$ cat src/rtl/arb_mux_n.sv
// arb_mux_n: N-channel valid/ready arbiter feeding one registered output stage.
//
// Selection modes (mode): 00/11 fixed priority (lowest index wins),
// 01 round-robin from rr pointer, 10 manual (sel, no fallback).
// Once a non-last beat is accepted, the source channel holds the grant
// until its last beat is accepted (packet lock).
//
// State table:
//   state   | meaning
//   ST_IDLE | no packet in flight; grant chosen by mode
//   ST_LOCK | mid-packet; only lock_ch_q is eligible, mode/sel ignored
//
// Ports:
//   clk        rising-edge clock
//   rst_n      asynchronous active-low reset
//   en         grant enable; 0 blocks new beats
//   mode       selection mode
//   sel        manual channel index
//   in_data    packed channel data, channel k at [k*WIDTH +: WIDTH]
//   in_valid   per-channel valid
//   in_last    per-channel end-of-packet flag
//   in_ready   per-channel ready (combinational, one-hot or zero)
//   out_data   registered data
//   out_ch     registered source channel index
//   out_last   registered last flag
//   out_valid  registered valid
//   out_ready  downstream ready
module arb_mux_n #(
   parameter int N_CH  = 4,
   parameter int WIDTH = 3,
   parameter int SEL_W = 2
) (
   input  logic                  clk,
   input  logic                  rst_n,
   input  logic                  en,
   input  logic [1:0]            mode,
   input  logic [SEL_W-1:0]      sel,
   input  logic [N_CH*WIDTH-1:0] in_data,
   input  logic [N_CH-1:0]       in_valid,
   input  logic [N_CH-1:0]       in_last,
   output logic [N_CH-1:0]       in_ready,
   output logic [WIDTH-1:0]      out_data,
   output logic [SEL_W-1:0]      out_ch,
   output logic                  out_last,
   output logic                  out_valid,
   input  logic                  out_ready
);

   typedef enum logic {
      ST_IDLE = 1'b0,
      ST_LOCK = 1'b1
   } state_t;

   state_t           state_q, state_d;
   logic [SEL_W-1:0] lock_ch_q, lock_ch_d;
   logic [SEL_W-1:0] rr_ptr_q, rr_ptr_d;

   logic             grant_vld;
   logic [SEL_W-1:0] grant_ch;
   logic [SEL_W:0]   rr_sum;
   logic [SEL_W:0]   rr_next;
   logic             load_ok;
   logic             xfer;
   logic             xfer_last;
   logic [WIDTH-1:0] xfer_data;

   // Grant selection. Loops scan downward so the lowest index (or the
   // smallest offset from the rr pointer) is the last assignment and wins.
   always_comb begin
      grant_vld = 1'b0;
      grant_ch  = '0;
      rr_sum    = '0;
      if (state_q == ST_LOCK) begin
         grant_vld = in_valid[lock_ch_q];
         grant_ch  = lock_ch_q;
      end else begin
         case (mode)
            2'b01: begin
               for (int i = N_CH - 1; i >= 0; i--) begin
                  rr_sum = {1'b0, rr_ptr_q} + (SEL_W+1)'(i);
                  if (rr_sum >= (SEL_W+1)'(N_CH))
                     rr_sum = rr_sum - (SEL_W+1)'(N_CH);
                  if (in_valid[rr_sum[SEL_W-1:0]]) begin
                     grant_vld = 1'b1;
                     grant_ch  = rr_sum[SEL_W-1:0];
                  end
               end
            end
            2'b10: begin
               // Out-of-range sel (non power-of-two N_CH) grants nothing.
               if ({1'b0, sel} < (SEL_W+1)'(N_CH)) begin
                  if (in_valid[sel]) begin
                     grant_vld = 1'b1;
                     grant_ch  = sel;
                  end
               end
            end
            default: begin
               for (int i = N_CH - 1; i >= 0; i--) begin
                  if (in_valid[i]) begin
                     grant_vld = 1'b1;
                     grant_ch  = SEL_W'(i);
                  end
               end
            end
         endcase
      end
   end

   assign load_ok   = !out_valid || out_ready;
   assign xfer      = en && load_ok && grant_vld;
   assign in_ready  = xfer ? (N_CH'(1) << grant_ch) : '0;
   assign xfer_last = in_last[grant_ch];
   assign xfer_data = in_data[grant_ch*WIDTH +: WIDTH];

   always_ff @(posedge clk or negedge rst_n) begin
      if (!rst_n) begin
         state_q   <= ST_IDLE;
         lock_ch_q <= '0;
         rr_ptr_q  <= '0;
      end else begin
         state_q   <= state_d;
         lock_ch_q <= lock_ch_d;
         rr_ptr_q  <= rr_ptr_d;
      end
   end

   always_comb begin
      state_d   = state_q;
      lock_ch_d = lock_ch_q;
      rr_ptr_d  = rr_ptr_q;
      rr_next   = {1'b0, grant_ch} + (SEL_W+1)'(1);
      case (state_q)
         ST_IDLE: begin
            if (xfer && !xfer_last) begin
               state_d   = ST_LOCK;
               lock_ch_d = grant_ch;
            end
         end
         ST_LOCK: begin
            if (xfer && xfer_last)
               state_d = ST_IDLE;
         end
         default: state_d = ST_IDLE;
      endcase
      // Pointer moves only at packet boundaries, whatever the mode.
      if (xfer && xfer_last) begin
         if (rr_next >= (SEL_W+1)'(N_CH))
            rr_ptr_d = '0;
         else
            rr_ptr_d = rr_next[SEL_W-1:0];
      end
   end

   always_ff @(posedge clk or negedge rst_n) begin
      if (!rst_n) begin
         out_valid <= 1'b0;
         out_data  <= '0;
         out_ch    <= '0;
         out_last  <= 1'b0;
      end else if (xfer) begin
         out_valid <= 1'b1;
         out_data  <= xfer_data;
         out_ch    <= grant_ch;
         out_last  <= xfer_last;
      end else if (out_ready) begin
         out_valid <= 1'b0;
      end
   end

endmodule

$ cat config.mk
export PLATFORM = sky130hd
export DESIGN_NAME = arb_mux_n
export DESIGN_NICKNAME = d
export VERILOG_FILES = /design/src/rtl/arb_mux_n.sv
export SDC_FILE = /design/constraint.sdc
export NUM_CORES = 1
export LEC_CHECK = 0
export CORE_MARGIN = 2
export CORE_UTILIZATION = 48
export CTS_BUF_LIST = sky130_fd_sc_hd__clkbuf_16
export DETAILED_ROUTE_END_ITERATION = 6
export PLACE_DENSITY = 0.95
export SYNTH_ARGS = -nofsm -noshare
export SYNTH_HDL_FRONTEND = slang
export SYNTH_SLANG_ARGS = --single-unit
$ cat constraint.sdc
create_clock -name clk -period 6.6 [get_ports clk]
set_clock_uncertainty 0.15 [all_clocks]
set_input_delay 1.65 -clock clk [delete_from_list [all_inputs] [get_ports clk]]
set_output_delay 1.65 -clock clk [all_outputs]
set_load 0.005 [all_outputs]
After elaboration in Yosys (flattened, before gate mapping). Index checks and enable logic that the tools add are counted.

Bits in registers: 12. Logic and storage cells: 97. Bits of input ports: 28. Output and inout port bits: 11.

Add/subtract/negate cells: 8. Shift operators: 2. Equal/unequal tests: 2. $mul: 1. Bitwise operators: 1. Mux-type cells: 55. Magnitude comparators: 12. Reductions and logical operators: 9.

Operators with widths (number): $mux 2 (23); $lt 2x3->1 const B (7); $mux 1 (21); $bmux 1 s2 (7); $ge 3x3->1 const B (4); $shiftx 12x5->3 (1); $sub 2x1->2 const B (4); $add 2x1->3 const B (2); $add 2x2->3 const B (2); $logic_and 1x1->1 (4); $mul 2x2->4 const B (1); $mux 4 (1); $pmux 1 s2 (2); $pmux 2 s2 (1); $shl 1x2->4 const A (1); $ge 2x3->1 const B (1); $eq 2x1->1 const B (1); $eq 2x2->1 const B (1); $logic_not 1->1 (2); $reduce_and 2->1 (1); $reduce_bool 2->1 (1); $logic_or 1x1->1 (1); $not 1->1 (1).

Logic depth before layout (Yosys ltp). Gate-level depths: netlist of run 1.

Depth in word-level cells: 19. Depth in mapped cells: 10. Mapped depth without buffers: 10.

Least setup slack after synthesis of run 1. Ideal clock, no wire load.

Path type: input-to-output. Start point: in mode[0]. End point: out in_ready[0]. Data required time: 4800 ps. Cell stages on the path: 8. Path slack: 1664 ps. Arrival: 3136 ps. Path buffers: 0. Cell sequence: inv_1 ha_1 a21oi_1 o31ai_1 o21ai_1 inv_1 ha_1 and2_1.

Cells in the longest elaborated chain, start to end: 5. Elaborated cells between the ends (all ways): 9. Classes of those cells: eq/ne (2); shift (1); mux (5); reduce/logical (1).

Ends and longest elaborated chain: start, declared (RTL line 36) `input logic [1:0] mode,`; $eq 2x2->1 or $eq 2x1->1 (tied branches); $pmux 2 s2 (*) (RTL line 77) `case (mode)`; $mux 2 (*) (RTL line 73) `if (state_q == ST_LOCK) begin`; via grant_ch[0] (RTL line 59) `logic [SEL_W-1:0] grant_ch;`; $shl 1x2->4 (*) (RTL line 112) `assign in_ready = xfer ? (N_CH'(1) << grant_ch) : '0;`; $mux 4 (*) (RTL line 112); end, declared (RTL line 41) `output logic [N_CH-1:0] in_ready,`.

Mark *: on every way through the listed nets, which the timed path passes. The rest lies on a longest branch.

Worst setup path in the final report of run 1. Ends and elaborated chain as after synthesis.

==> out/qor.yml, run 1 <==
worstReg2RegStart: "lock_ch_q[0]$_DFFE_PN0P_"
power.internal_uw: 344.4
synthFlopType: "dfrtp_1"
peakVddDrop_mv: 0.2662
synth_nets: 148
setup_viol: 0
dpl.hpwl_mm: 2.087
htreeDepth: 1
synth_edf_count: 0
hold_ws_ps: 339.0
tns_ps: 0
syn_inst: 114
yosys_warnings: 0
p_per_area_nw_per_um2: 351.0
globalRoute.totalOverflow: 0
maxSlewViolCount: 0
vias: 1052
yosysTopAreaCellShare_pct: 27.46
grt_max_degree: 17
combPwrFrac_pct: 53.6
synth_area_leader_cell: "dfrtp_1"
totalWireLength_mm: 2.855
hp-start: "out_last$_DFFE_PN0P_"
seqPwrFrac_pct: 25.8
hold-path-cell-count: 1
min_to: "out_last$_DFFE_PN0P_"
firstDrtPassIters: 4
rsz0062_at_grt: "no"
clk_pin_slew_worst_paths_ps: 40
top_layer_used: "met4"
viasPerCell: 5.877
dr_wl_met3_um: 146
ys_seq_elements: 12
period_needed_ps: 6226
cts_sinks: 12
fmax_mhz: 160.6
start_util_pct: 49.91
worst_slack_ps: 373.7
critPathKind: "in2out"
drt_iter0_markers: 30
pwr-share-clk_pct: 20.6
cts_buffers: 3
reg2reg_setup_slack_ps: 3810
critPathLaunchType: "primary input"
synth_area_leaders: "dfrtp_1 27%, mux2i_1 7.3%, ha_1 6.9%, mux2_2 5.1%, mux4_1 4.8%"
cts_tree: "built"
met1_length_mm: 1.125
place.gp.congestion: 0.7876
hold_buffers: 0
design.core.area_um2: 2191
cap_viol_max_count: 0
clockRootBuffer: "clkbuf_16"
insertion_delay_ps: 240
synth.distinct_cells: 38
hp-class: "reg2reg"
p_sw_share_pct: 36.39
wire_per_inst_um: 15.95
place_ws_ps: 410.2
synthTopCellsByCount: "12 x dfrtp_1, 10 x nand2_1, 9 x inv_1"
yosysMostFrequentCell: "dfrtp_1"
syn_area_um2: 1094
clock_path_buffers: 2
io-pin-count: 39
grt_antenna_before_repair: 0
areaGrowthSynthToFinish_pct: 41.08
end_kind: "output pin"
fin_cells: 179
port_buffers: 38
postRouteAntennaNets: 0
cts_resized: 0
grt_pass1_wl_mm: 4.464
yosysSeqAreaShare_pct: 27.46
required_ps: 4800
placed_cells: 175
drive_above_1_share_pct: 12.58
die_w_um: 51.73
die_y_um: 51.73
slew_headroom_pct: 39.62
reg2reg_to: "rr_ptr_q[1]$_DFFE_PN0P_"
p_sw_uw: 197.0
period_share_pct: 94.34
row_count: 17
syn_avg_cell_area_um2: 9.593
dieArea_um2: 2676
post_cts_buffers: 0
leakage_uw: 0.0006425
grt_pass1_vias: 958
nets: 186
synthArstFlopShare_pct: 100.0
status: "complete, no violations"
hold_viol: 0
worst_slew_pin_slew_ps: 902.3
track_usage_pct: 22.81
n_antenna_cell: 0
reg2reg_depth: 7
crit_fanout: 7
worstPathArrival_ps: 4430
drc_errors: 0
wl_met2_mm: 1.541
-- layout make-up --
type | instances | area [µm²]
multi-input cells | 88 | 714.4
fillers | 149 | 648.1
repair buffers | 38 | 380.4
flip-flops and latches | 12 | 300.3
clock buffers | 3 | 75.07
well taps | 28 | 35.03
inverters | 9 | 33.78
clock inverters | 1 | 3.754
-- through the flow --
| stage | area, µm² | util, % | total power, µW |
|---|---|---|---|
| after detailed placement | 1464 | 66.82 | 425.9 |
| after global placement | 1464 | 66.82 | 414.7 |
| final | 1543 | 70.42 | 541.4 |
| after CTS | 1543 | 70.42 | 543.0 |
| after floorplan | 1094 | - | 332.8 |
| after global routing | 1543 | 70.42 | 580.1 |
-- kinds of logic (layout without fill, tap and decap cells) --
logic type	Yosys count	in the layout	synth area share (%)
DFF	12	12	27.46
muxes	18	18	22.08
and+or+nand+nor	31	31	14.53
buffers and inverters	14	51	7.207
adders and majority gates	6	6	6.865
AOI/OAI and AO/OA	33	33	21.85
-- how the worst max path moves through the flow --
stage                     startpoint     endpoint  slack (ps)  cells after the start
after floorplan              mode[0]  in_ready[0]        1660                      8
after detailed placement     mode[0]  in_ready[3]         410                      9
after global routing         mode[0]  in_ready[0]         150                     11
final                        mode[0]  in_ready[0]         370                     11
after global placement       mode[0]  in_ready[0]         510                     10
after CTS                    mode[0]  in_ready[0]         390                     11
-- placed cells by master (no fill, tap or decap), drive strengths merged, types with 2 or more instances in the layout --
cell and n:
clkbuf 3, inv 9, clkdlybuf4s50 38, nor3 2, and2 4, o21ai 8, o31ai 3, mux2 7
mux4 2, a21oi 5, nand3 3, mux2i 9, a21o 2, o21a 2, nand2b 3, nand2 10
o22ai 4, ha 6, nor2 5, dfrtp 12, a31oi 4
-- power groups by stage --
stage	Combinational (µW)	Clock, µW	Sequential (µW)
global placement	277	0	138
finish	290	111	140
CTS	292	112	139
global route	316	119	145
detailed placement	287	0	139
floorplan	201	0	132
-- flip-flops by register name (all words and copies together) (netlist names), named ones only --
signal / flops
out_valid: 1
out_last: 1
out_ch: 2
rr_ptr_q: 2
lock_ch_q: 2
out_data: 3
-- worst max-delay path, cell delays in order --
cell and delay [ps]:
clkdlybuf4s50_1 480, inv_1 50, ha_1 360, inv_1 100, o21ai_0 120, a41oi_1 110
o21ai_1 460, inv_1 260, ha_1 250, and2_1 130, clkdlybuf4s50_1 440
-- per-layer routing --
metal	global-route usage, %	vias up
met2	39.32	46
met4	8.333	0
met1	27.52	501
met5	0	-
met3	5.460	9
li1	-	496
Power figures use the tool's default switching activity.
==> run 2, diff against run 1 <==
SLEW_MARGIN = 10   (was default)
==> results of run 2 <==
Final layout, timing and power as in run 1 (identical DEF).
